## src/rtl/ysyx_22050518_pkg.sv

```systemverilog
// Shared types for the EX issue controller: FSM encoding, EX/WB slot records
// and the default post-jump flush length.
package ysyx_22050518_pkg;

  typedef enum logic [1:0] {
    RUN      = 2'd0,
    MDU_WAIT = 2'd1,
    FLUSH    = 2'd2
  } issue_state_e;

  typedef struct packed {
    logic       valid;
    logic [4:0] rd;
    logic       wen;
    logic       load;
    logic       mdu;
  } ex_slot_t;

  typedef struct packed {
    logic       valid;
    logic [4:0] rd;
    logic       wen;
    logic       load;
  } wb_slot_t;

  localparam int DEF_FLUSH_CYCLES = 1;

endpackage

```

## src/rtl/ysyx_22050518_raw_cmp.sv

```systemverilog
// Read-after-write match of one decode source against one in-flight slot;
// x0 never matches because it is never really written.
module ysyx_22050518_raw_cmp (
  input  logic       slot_valid,
  input  logic       slot_wen,
  input  logic [4:0] slot_rd,
  input  logic [4:0] src_addr,
  input  logic       src_ren,
  output logic       match
);

  assign match = slot_valid & slot_wen & src_ren &
                 (src_addr != 5'd0) & (slot_rd == src_addr);

endmodule

```

## src/rtl/ysyx_22050518_exu_issue_ctrl.sv

```systemverilog
// Decode-to-EX issue/hazard controller: EX slot valid, forward selects, MDU wait
// and jump flush sequencing. Forwarding is enabled by YSYX_22050518_FWD_EN.
module ysyx_22050518_exu_issue_ctrl
  import ysyx_22050518_pkg::*;
#(
  parameter int FLUSH_CYCLES = DEF_FLUSH_CYCLES
) (
  input  logic       clk,
  input  logic       rst_n,
  input  logic       id_valid,
  input  logic [4:0] id_rs1_addr,
  input  logic [4:0] id_rs2_addr,
  input  logic       id_rs1_ren,
  input  logic       id_rs2_ren,
  input  logic [4:0] id_rd_addr,
  input  logic       id_rd_wen,
  input  logic       id_is_load,
  input  logic       id_is_mdu,
  input  logic       exu_ready,
  input  logic       jup,
  output logic       id_allowin,
  output logic       id_flush,
  output logic       idex_load,
  output logic       exu_en,
  output logic       rs1_sel,
  output logic       rs2_sel,
  output logic       mdu_busy
);

  localparam int CNT_W = (FLUSH_CYCLES > 1) ? $clog2(FLUSH_CYCLES) : 1;
  localparam logic [CNT_W-1:0] CNT_LOAD =
    (FLUSH_CYCLES > 0) ? CNT_W'(FLUSH_CYCLES - 1) : '0;

  issue_state_e     state_q, state_d;
  ex_slot_t         ex_q, ex_d;
  wb_slot_t         wb_q, wb_d;
  logic [CNT_W-1:0] cnt_q, cnt_d;

  logic m1_ex, m2_ex, m1_wb, m2_wb;
  logic load_use, hazard, fire;

  ysyx_22050518_raw_cmp u_cmp_rs1_ex (.slot_valid(ex_q.valid), .slot_wen(ex_q.wen), .slot_rd(ex_q.rd),
                                      .src_addr(id_rs1_addr), .src_ren(id_rs1_ren), .match(m1_ex));
  ysyx_22050518_raw_cmp u_cmp_rs2_ex (.slot_valid(ex_q.valid), .slot_wen(ex_q.wen), .slot_rd(ex_q.rd),
                                      .src_addr(id_rs2_addr), .src_ren(id_rs2_ren), .match(m2_ex));
  ysyx_22050518_raw_cmp u_cmp_rs1_wb (.slot_valid(wb_q.valid), .slot_wen(wb_q.wen), .slot_rd(wb_q.rd),
                                      .src_addr(id_rs1_addr), .src_ren(id_rs1_ren), .match(m1_wb));
  ysyx_22050518_raw_cmp u_cmp_rs2_wb (.slot_valid(wb_q.valid), .slot_wen(wb_q.wen), .slot_rd(wb_q.rd),
                                      .src_addr(id_rs2_addr), .src_ren(id_rs2_ren), .match(m2_wb));

  // Load data is never forwardable; without forwarding every RAW stalls too.
  assign load_use = ((m1_ex | m2_ex) & ex_q.load) | ((m1_wb | m2_wb) & wb_q.load);
`ifdef YSYX_22050518_FWD_EN
  assign hazard = load_use;
`else
  assign hazard = load_use | m1_ex | m2_ex | m1_wb | m2_wb;
`endif

  assign id_allowin = (state_q == RUN) & exu_ready & ~jup & ~hazard;
  assign fire       = id_valid & id_allowin;
  assign id_flush   = jup;
  assign idex_load  = exu_ready;
  assign exu_en     = ex_q.valid;
  assign mdu_busy   = (state_q == MDU_WAIT);

  always_comb begin
    ex_d = ex_q;
    wb_d = wb_q;
    if (exu_ready) begin
      wb_d.valid = ex_q.valid;
      wb_d.rd    = ex_q.rd;
      wb_d.wen   = ex_q.wen;
      wb_d.load  = ex_q.load;
      ex_d       = fire ? '{valid: 1'b1, rd: id_rd_addr, wen: id_rd_wen,
                           load: id_is_load, mdu: id_is_mdu}
                        : '0;
    end
  end

  always_comb begin
    state_d = state_q;
    cnt_d   = cnt_q;
    case (state_q)
      RUN: begin
        if (jup && (FLUSH_CYCLES > 0)) begin
          state_d = FLUSH;
          cnt_d   = CNT_LOAD;
        end else if (ex_q.valid && ex_q.mdu && !exu_ready) begin
          state_d = MDU_WAIT;
        end
      end
      MDU_WAIT: begin
        if (exu_ready) begin
          if (jup && (FLUSH_CYCLES > 0)) begin
            state_d = FLUSH;
            cnt_d   = CNT_LOAD;
          end else begin
            state_d = RUN;
          end
        end
      end
      FLUSH: begin
        if (cnt_q == '0) state_d = RUN;
        else             cnt_d   = cnt_q - CNT_W'(1);
      end
      default: state_d = RUN;
    endcase
  end

  always_ff @(posedge clk) begin
    if (!rst_n) begin
      state_q <= RUN;
      ex_q    <= '0;
      wb_q    <= '0;
      cnt_q   <= '0;
    end else begin
      state_q <= state_d;
      ex_q    <= ex_d;
      wb_q    <= wb_d;
      cnt_q   <= cnt_d;
    end
  end

`ifdef YSYX_22050518_FWD_EN
  logic rs1_sel_q, rs1_sel_d, rs2_sel_q, rs2_sel_d;

  always_comb begin
    rs1_sel_d = rs1_sel_q;
    rs2_sel_d = rs2_sel_q;
    if (exu_ready) begin
      rs1_sel_d = fire & m1_ex;
      rs2_sel_d = fire & m2_ex;
    end
  end

  always_ff @(posedge clk) begin
    if (!rst_n) begin
      rs1_sel_q <= 1'b0;
      rs2_sel_q <= 1'b0;
    end else begin
      rs1_sel_q <= rs1_sel_d;
      rs2_sel_q <= rs2_sel_d;
    end
  end

  assign rs1_sel = rs1_sel_q;
  assign rs2_sel = rs2_sel_q;
`else
  assign rs1_sel = 1'b0;
  assign rs2_sel = 1'b0;
`endif

endmodule

```

## config.mk

```make
export PLATFORM = sky130hd
export DESIGN_NAME = ysyx_22050518_exu_issue_ctrl
export DESIGN_NICKNAME = d
export VERILOG_FILES = /design/src/rtl/ysyx_22050518_pkg.sv /design/src/rtl/ysyx_22050518_raw_cmp.sv /design/src/rtl/ysyx_22050518_exu_issue_ctrl.sv
export SDC_FILE = /design/constraint.sdc
export NUM_CORES = 1
export LEC_CHECK = 0
export CAP_MARGIN = 5
export CORE_AREA = 4 4 52 54
export DETAILED_ROUTE_END_ITERATION = 7
export DIE_AREA = 0 0 56 58
export GPL_TIMING_DRIVEN = 0
export PLACE_DENSITY = 0.78
export RECOVER_POWER = 25
export SETUP_SLACK_MARGIN = 0.15
export SYNTH_ARGS = -nofsm -noshare
export SYNTH_HDL_FRONTEND = slang
export SYNTH_HIERARCHICAL = 1
export SYNTH_SLANG_ARGS = --single-unit
export TNS_END_PERCENT = 30
```

## constraint.sdc

```tcl
create_clock -name clk -period 2.2 [get_ports clk]
set_clock_uncertainty 0.2 [all_clocks]
set_input_delay 0.22 -clock clk [delete_from_list [all_inputs] [get_ports clk]]
set_output_delay 0.22 -clock clk [all_outputs]
set_load 0.03 [all_outputs]
```

== Word level (Yosys, flattened, before mapping) ==
Cells that the tools add are included.
Cells by class
  $add $sub $neg: 1
  $mul: 0
  divide/modulo/power cells: 0
  order comparisons: 0
  equal/unequal tests: 9
  shifts and indexed selects: 0
  multiplexer cells: 11
  bitwise gates (word level): 29
  reductions and logical operators: 9
Operators by type and width (number)
  bitwise AND 1 bit: 20
  equality test 5 bit: 4
  two-way mux 2 bit: 5
  nonzero test 5 bit: 2
  two-way mux 9 bit: 1
  OR 1 bit: 7
  case mux 2 bit (3 select lines): 1
  != test 2 bit (second input constant): 2
  two-way mux 1 bit: 3
  != test 3 x 2 -> 1 bit (second input constant): 1
  case mux 1 bit (3 select lines): 1
  AND reduction 3 bit: 1
  nonzero test 3 bit: 1
  equality test 2 x 1 -> 1 bit (second input constant): 1
  equality test 2 bit (second input constant): 1
  logical AND 1 bit: 2
  logical NOT 2 bit: 1
  NOT 1 bit: 2
  AND reduction 2 bit: 1
  logical NOT 1 bit: 1
  subtractor 1 bit (second input constant): 1
Word-level totals
  bits in registers: 20
  latch bits: 0
  bits in writable memories: 0
  ROM bits: 0
  input bits: 25
  output and inout port bits: 7
  memories: 0

== Logic depth before layout (Yosys ltp) ==
Gate-level depths: netlist of the first run.
  word-level depth: 15
  mapped depth: 7

== Modules after synthesis ==
Netlist of the first run, hierarchy kept.
Modules (own cells, without submodules)
  ysyx_22050518_exu_issue_ctrl: instances 1, cells an instance 60, area an instance 675.6 µm², seq. area each 340.3 µm²
  ysyx_22050518_raw_cmp: instances 4, cells an instance 10, area an instance 72.6 µm², seq. area each 0.0 µm²

== Least setup slack after synthesis of the first run ==
Ideal clock, no wire load.
  path type: input to output
  start: input port id_rs2_addr[1]
  end: output port id_allowin
  arrival: 1.472 ns
  required time: 1.780 ns
  path slack: 0.308 ns
  cell stages on the path: 5
  cell sequence: or4_1 > nor2_1 > nor3_1 > nor4_1 > and2_1
Between the ends
  cells in the longest elaborated chain, start to end: 12
  elaborated cells on any way between the ends: 18
  those cells by class: eq/ne (2); bitwise (15); reduce/logical (1)
RTL lines
  from (decl): RTL line ysyx_22050518_exu_issue_ctrl.sv:12  | input logic [4:0] id_rs2_addr,
  nonzero test 5 bit: RTL line ysyx_22050518_raw_cmp.sv:13  | (src_addr != 5'd0) & (slot_rd == src_addr);
  bitwise AND 1 bit: RTL line ysyx_22050518_raw_cmp.sv:12  | assign match = slot_valid & slot_wen & src_ren &
  bitwise AND 1 bit *: RTL line ysyx_22050518_raw_cmp.sv:13
  named net m2_ex: RTL line ysyx_22050518_exu_issue_ctrl.sv:39  | logic m1_ex, m2_ex, m1_wb, m2_wb;
  OR 1 bit: RTL line ysyx_22050518_exu_issue_ctrl.sv:52  | assign load_use = ((m1_ex | m2_ex) & ex_q.load) | ((m1_wb | m2_wb) & wb_q.load);
  bitwise AND 1 bit: RTL line ysyx_22050518_exu_issue_ctrl.sv:52
  OR 1 bit: RTL line ysyx_22050518_exu_issue_ctrl.sv:52
  OR 1 bit: RTL line ysyx_22050518_exu_issue_ctrl.sv:56  | assign hazard = load_use | m1_ex | m2_ex | m1_wb | m2_wb;
  OR 1 bit * (3 in a row): RTL line ysyx_22050518_exu_issue_ctrl.sv:56
  NOT 1 bit *: RTL line ysyx_22050518_exu_issue_ctrl.sv:59  | assign id_allowin = (state_q == RUN) & exu_ready & ~jup & ~hazard;
  bitwise AND 1 bit *: RTL line ysyx_22050518_exu_issue_ctrl.sv:59
  to (decl): RTL line ysyx_22050518_exu_issue_ctrl.sv:21  | output logic id_allowin,
The timed path passes the listed nets; every way through them passes the cells marked *.

== Final worst setup path of the first run ==
  start: input port id_rs2_addr[4]
  end: output port id_allowin
The elaborated chain is that of the path after synthesis.

==> results of run 1 <==
==> cells by family after synthesis <==
kind of cell	share of synthesized area [%]
AOI/OAI and AO/OA	9.59
buffers and inverters	6.74
xor gates and xnor gates	18.1
DFF	35.2
other	0.388
muxes	7.25
and+or+nand+nor	22.7
==> registers in the layout (all words and copies together), names as in the netlist <==
name     count
wb_q         7
exu_en       1
ex_q         7
state_q      2
==> critical path, stage by stage <==
cell and delay, ps:
buf_8 90, or4_1 530, nor2_2 120, nor3_2 60, nor4_2 340, and2_1 200
buf_6 130
==> timing repair <==
action	4_1_cts	5_1_grt
setup endpoints to repair	9	1
pin swaps	8	3
setup buffers	1	0
gates resized for setup	52	7
==> cells in the final DEF, fill, tap and decap left out, drive strengths merged <==
cell / Yosys / layout
xnor2: 20 / 20
dfxtp: 17 / 17
clkdlybuf4s50: 0 / 16
buf: 7 / 16
nor2b: 9 / 9
nand4: 8 / 8
a22o: 7 / 7
mux2i: 7 / 7
clkbuf: 1 / 6
or4: 4 / 4
nor2: 4 / 4
nor3: 4 / 4
inv: 2 / 2
conb: 1 / 2
nor4: 1 / 1
nor4b: 1 / 1
and2: 1 / 1
and4: 1 / 1
nand2: 1 / 1
a211oi: 1 / 1
a31o: 1 / 1
a31oi: 1 / 1
nor3b: 1 / 1
dlymetal6s2s: 0 / 1
dlygate4sd2: 0 / 1
dlygate4sd3: 0 / 1
==> layer usage <==
layer / up-vias / share of wire, % / global-route usage [%]
li1: 422 / - / -
met1: 394 / 43 / 17.4
met2: 17 / 50 / 24.0
met3: 4 / 4.9 / 3.34
met4: 0 / 1.6 / 8.81
met5: - / 0 / 0
==> final cells by class <==
class	count	area (sq um)
fillers	203	881
inverters	2	7.51
clock buffers	4	26.3
well taps	28	35.0
flip-flops and latches	17	347
plain buffers	8	53.8
multi-input cells	74	583
repair buffers	29	279
==> per-stage QoR <==
step	power, mW	hold slack [ps]	utilization, %
3_3_place_gp	0.456	277	58.1
5_1_grt	0.657	304	60.2
3_5_place_dp	0.459	281	58.1
2_1_floorplan	0.391	141	-
6_report	0.626	305	60.2
4_1_cts	0.632	301	59.8
==> cell usage after synthesis <==
| master | count | area (sq um) |
|---|---|---|
| dfxtp_1 | 17 | 340 |
| xnor2_1 | 20 | 175 |
| nor2_1 | 4 | 15.0 |
| mux2i_1 | 7 | 70.1 |
| buf_6 | 1 | 11.3 |
| nor3b_1 | 1 | 7.51 |
| a211oi_1 | 1 | 7.51 |
| a31oi_1 | 1 | 6.26 |
| nand2_1 | 1 | 3.75 |
| inv_1 | 2 | 7.51 |
| and4_1 | 1 | 8.76 |
| or4_1 | 4 | 30.0 |
| a31o_2 | 1 | 8.76 |
| and2_1 | 1 | 6.26 |
| buf_4 | 5 | 37.5 |
| clkbuf_1 | 1 | 3.75 |
| nor2b_1 | 9 | 56.3 |
| nand4_1 | 8 | 50.1 |
| nor4b_2 | 1 | 15.0 |
| conb_1 | 1 | 3.75 |
| nor3_1 | 4 | 20.0 |
| a22o_2 | 7 | 70.1 |
| nor4_1 | 1 | 6.26 |
| buf_2 | 1 | 5.00 |
==> final timing paths <==
check,start,to,slack (ps),cells past startpoint
setup / recovery,id_rs2_addr[4],id_allowin,90,7
hold reg to reg,ex_q[0]$_SDFFE_PN0P_,ex_q[0]$_SDFFE_PN0P_,310,1
setup reg to reg,ex_q[3]$_SDFFE_PN0P_,ex_q[4]$_SDFFE_PN0P_,330,7
hold / removal,ex_q[0]$_SDFFE_PN0P_,ex_q[0]$_SDFFE_PN0P_,310,1
==> report_power, final <==
group          switching, mW  internal, mW  total, mW
Sequential           0.00798         0.314      0.322
Combinational         0.0541        0.0753      0.129
Clock                  0.104        0.0707      0.175
==> reports/qor.txt, run 1 <==
Mapped Cells: 100
Clock-pin slew on the worst setup and hold paths: 100 ps
Fin. Hold Viols: 0
Worst slew pin tran: 620 ps
Final wirelength: 2290 um
Port Buf Inserts: 28
Unrepaired setup endpoints after global routing: true
Power Density: 470 nW/um^2
Yosys reg bits: 17
Root Driver: clkbuf_4
FP Rows: 17
Max Root-Sink Buffers: 2
DR WL/cell: 14.1 um
Vias in the first global route: 814
Syn Area/Cell: 9.66 sq um
Max-Cap Viols: 0
Setup TNS: 0 ps
Max VDD drop: 0.357 mV
Slew Limit Fails: 0
Count of cell types in the netlist: 24
IO Count: 32
Die ar.: 3250 sq um
Yosys Warn Count: 6
DRC: 0
Non-Filler Instances: 162
Sequential area share after synthesis: 35.2%
Placed inst area: 1280 sq um
Syn-to-layout area delta: 37.8%
Initial Util: 43.7%
Setup WS pre-CTS: -910 ps
Placed Cells: 157
Via density: 5.17
Total track usage: 14.6%
Via Count: 837
Nets: 160
TritonCTS Buffers: 3
Period minus WS final: 2110 ps
Hpwl dp: 1760 um
Setup violators final: 0
Core Area: 2210 sq um
Static leakage: 0.485 nW
Share of layout cells above drive strength 1: 27.6%
Gpl congestion: 0.755
Req. time, crit path: 1780 ps
Initial antenna violation count: 0
DR pass1 iterations: 4
HP Class: flip-flop to flip-flop
Clk sinks: 17
H-tree levels: 1
Antenna Nets Post-Route: 0
Cell Area, Synth: 966 sq um
Crit Path Class: input port to output pin
CP Data Arrival Time: 1690 ps
Post-Layout Inst Area: 1330 sq um
Die Wd: 56 um
Total grt overflow: 0
# hold bufs at CTS: 0
Status: finished clean
Chip height: 58 um
CTS tree: yes
Crit path launch type: input port
Worst setup EP type: output pin
CP max FO: 2
Final period util: 96.0%
Largest net degree at the start of global routing: 10
Clock insertion delay at the later pin of the skew report: 300 ps
First-pass GRT wire length: 3710 um
Diodes inserted: 0
Initial DRC count: 9
Relative max-transition margin: 58.7%
Worst Slack Setup Final: 88.7 ps
Fmax: 0.474 GHz
Note: power is estimated with default switching activity, not from simulation.
==> inputs of run 2 (changes only) <==
==> constraint.sdc (replaced) <==
create_clock -name clk -period 2.2 [get_ports clk]
set_clock_uncertainty 0.2 [all_clocks]
set_input_delay 0.33 -clock clk [delete_from_list [all_inputs] [get_ports clk]]
set_output_delay 0.33 -clock clk [all_outputs]
set_load 0.05 [all_outputs]
==> reports/qor.txt, run 2 (synthesized netlist as in run 1, its figures left out) <==
Reg power frac: 51.0% (-0.4 points)
Sw Share: 26.9% (+0.35 points)
Hold WS: 311 ps (+5.20 ps)
Regs by FF count: ex_q (7), wb_q (7), state_q (2)
IO Count: 32 (unchanged)
Core Area: 2210 sq um (unchanged)
Total grt overflow: 0 (unchanged)
WHS Path Cells: 1 (unchanged)
Diodes inserted: 0 (unchanged)
Clk pwr share: 25.8% (-2.1 points)
CP Cell Sequence: buf_8 > buf_6 > or4_4 > nor2_4 > nor3_4 > nor4_4 > and2_4 > buf_8
Critical R2R Capture: ex_q[3]$_SDFFE_PN0P_
Via density: 5.15 (-0.39%)
Worst r2r src: ex_q[5]$_SDFFE_PN0P_
Root Driver: clkbuf_4
Fmax: 0.414 GHz (-13%)
Crit path launch type: input port
Req. time, crit path: 1670 ps (-110 ps)
Hpwl dp: 1750 um (-0.72%)
Post-Layout Inst Area: 1380 sq um (+3.9%)
Logic pwr share: 23.2% (+2.5 points)
CP peak stage delay: 540 ps (about the same)
DRC: 0 (unchanged)
Max-Cap Viols: 0 (unchanged)
Vias in the first global route: 884 (+8.6%)
Relative max-transition margin: 60.5% (+1.9 points)
First-pass GRT wire length: 3800 um (+2.6%)
Worst Slack Setup Final: -216 ps (-305 ps)
Share of layout cells above drive strength 1: 30.9% (+3.3 points)
Status: finished with violations
Slowest CP cell: or4_4
Crit Path Class: input port to output pin
Final wirelength: 2300 um (+0.48%)
Clock insertion delay at the later pin of the skew report: 290 ps (about the same)
Clock-pin slew on the worst setup and hold paths: 100 ps (about the same)
Net switching power: 170 uW (+2.0%)
Max VDD drop: 0.339 mV (-5.0%)
Violated checks: negative setup slack
Buf+Inv Stages, Crit Path: 3 (+1)
Most common cell after layout, fill and taps aside: xnor2_1
Reg2Reg Setup Slack: 270 ps (-60 ps)
Slew Limit Fails: 0 (unchanged)
Largest net degree at the start of global routing: 11 (+1)
CP Depth: 8 (+1)
Antenna Nets Post-Route: 0 (unchanged)
Initial antenna violation count: 0 (unchanged)
Post-route total power: 631 uW (+0.71%)
Total track usage: 14.4% (-0.19 points)
Final period util: 110% (+14 points)
Crit path from: id_rs2_addr[4]
Initial Util: 43.7% (unchanged)
CP Data Arrival Time: 1890 ps (+200 ps)
# hold bufs at CTS: 0 (unchanged)
Max Root-Sink Buffers: 2 (unchanged)
Syn-to-layout area delta: 43.3%
Setup violators final: 1 (+1)
FF-to-FF path depth: 7 (unchanged)
CTS tree: yes
DR pass1 iterations: 4 (unchanged)
Non-Filler Instances: 164 (+1.2%)
Port Buf Inserts: 28 (unchanged)
TritonCTS Buffers: 3 (unchanged)
FP Rows: 17 (unchanged)
Worst setup EP type: output pin
CP endpoint: id_allowin
Placed inst area: 1290 sq um (+0.19%)
Int Pwr: 461 uW (+0.23%)
Period minus WS final: 2420 ps (+305 ps)
Initial DRC count: 11 (+2)
Power Density: 456 nW/um^2 (-3.1%)
HP Class: flip-flop to flip-flop
Via Count: 844 (+0.84%)
Nets: 162 (+1.3%)
DR WL/cell: 14.0 um (-0.74%)
Most frequent cells in the layout: xnor2_1 (20), dfxtp_1 (17), clkdlybuf4s50_1 (12)
Placed Cells: 157 (unchanged)
CP delay by family, top: simple AND/OR/NAND/NOR gates
Static leakage: 0.516 nW (+6.5%)
H-tree levels: 1 (unchanged)
Die Wd: 56 um (unchanged)
Gpl congestion: 0.869 (+15%)
Clk sinks: 17 (unchanged)
Fin. Hold Viols: 0 (unchanged)
Unrepaired setup endpoints after global routing: true
Die ar.: 3250 sq um (unchanged)
CP max FO: 2 (unchanged)
Chip height: 58 um (unchanged)
Worst slew pin tran: 592 ps (-27.8 ps)
Most used cell, CP: buf_8
==> run 2: changes by cell type in the layout (fill, tap and decap cells not counted), moves of 2 or more <==
cell | before | now
nor2_4 | 0 | 2
dfxtp_2 | 5 | 0
buf_8 | 1 | 3
or4_4 | 0 | 2
or4_1 | 4 | 2
dfxtp_1 | 12 | 17
clkdlybuf4s50_1 | 16 | 12
dlygate4sd2_1 | 1 | 4
buf_4 | 5 | 8
==> run 2: layout make-up <==
class / count / area (sq um)
clock buffers: 3 / 22.5
flip-flops and latches: 17 / 340
clock inverters: 1 / 5.00
repair buffers: 31 / 294
multi-input cells: 74 / 626
plain buffers: 8 / 53.8
fillers: 185 / 828
inverters: 2 / 7.51
well taps: 28 / 35.0
==> run 2: power groups by stage <==
stage          clock (mW)  sequential [mW]  combinational (mW)
3_3_place_gp            0            0.329               0.136
5_1_grt             0.173            0.323               0.156
4_1_cts             0.164            0.322               0.144
3_5_place_dp            0            0.329               0.140
6_report            0.163            0.322               0.146
2_1_floorplan           0            0.329              0.0717
==> run 2: metrics by stage <==
stage	util, %	TNS, ps	setup slack [ps]
2_1_floorplan	-	0	113
3_3_place_gp	58.2	-5590	-1290
3_5_place_dp	58.2	-5860	-1300
4_1_cts	61.1	-167	-167
5_1_grt	62.6	-255	-255
6_report	62.6	-216	-216
==> run 2: routing by layer <==
layer | global-route usage [%] | share of wire [%]
met2 | 25.2 | 47
met5 | 0 | 0
met1 | 16.2 | 43
met3 | 3.79 | 7.3
met4 | 7.46 | 2.2
==> run 2: repair_timing <==
action / 4_1_cts / 5_1_grt
resized for setup: 62 / 7
buffers inserted: 3 / 0
setup endpoints to repair: 13 / 6
pin swaps: 9 / 5
==> run 2: worst min path at each step <==
stage / startpoint / endpoint / slack (ps)
final: ex_q[0]$_SDFFE_PN0P_ / ex_q[0]$_SDFFE_PN0P_ / 310
after global routing: ex_q[0]$_SDFFE_PN0P_ / ex_q[0]$_SDFFE_PN0P_ / 330
after CTS: ex_q[0]$_SDFFE_PN0P_ / ex_q[0]$_SDFFE_PN0P_ / 310
after detailed placement: ex_q[0]$_SDFFE_PN0P_ / ex_q[0]$_SDFFE_PN0P_ / 280
after global placement: ex_q[0]$_SDFFE_PN0P_ / ex_q[0]$_SDFFE_PN0P_ / 280
after floorplan: jup / state_q[1]$_SDFFE_PN0P_ / 250
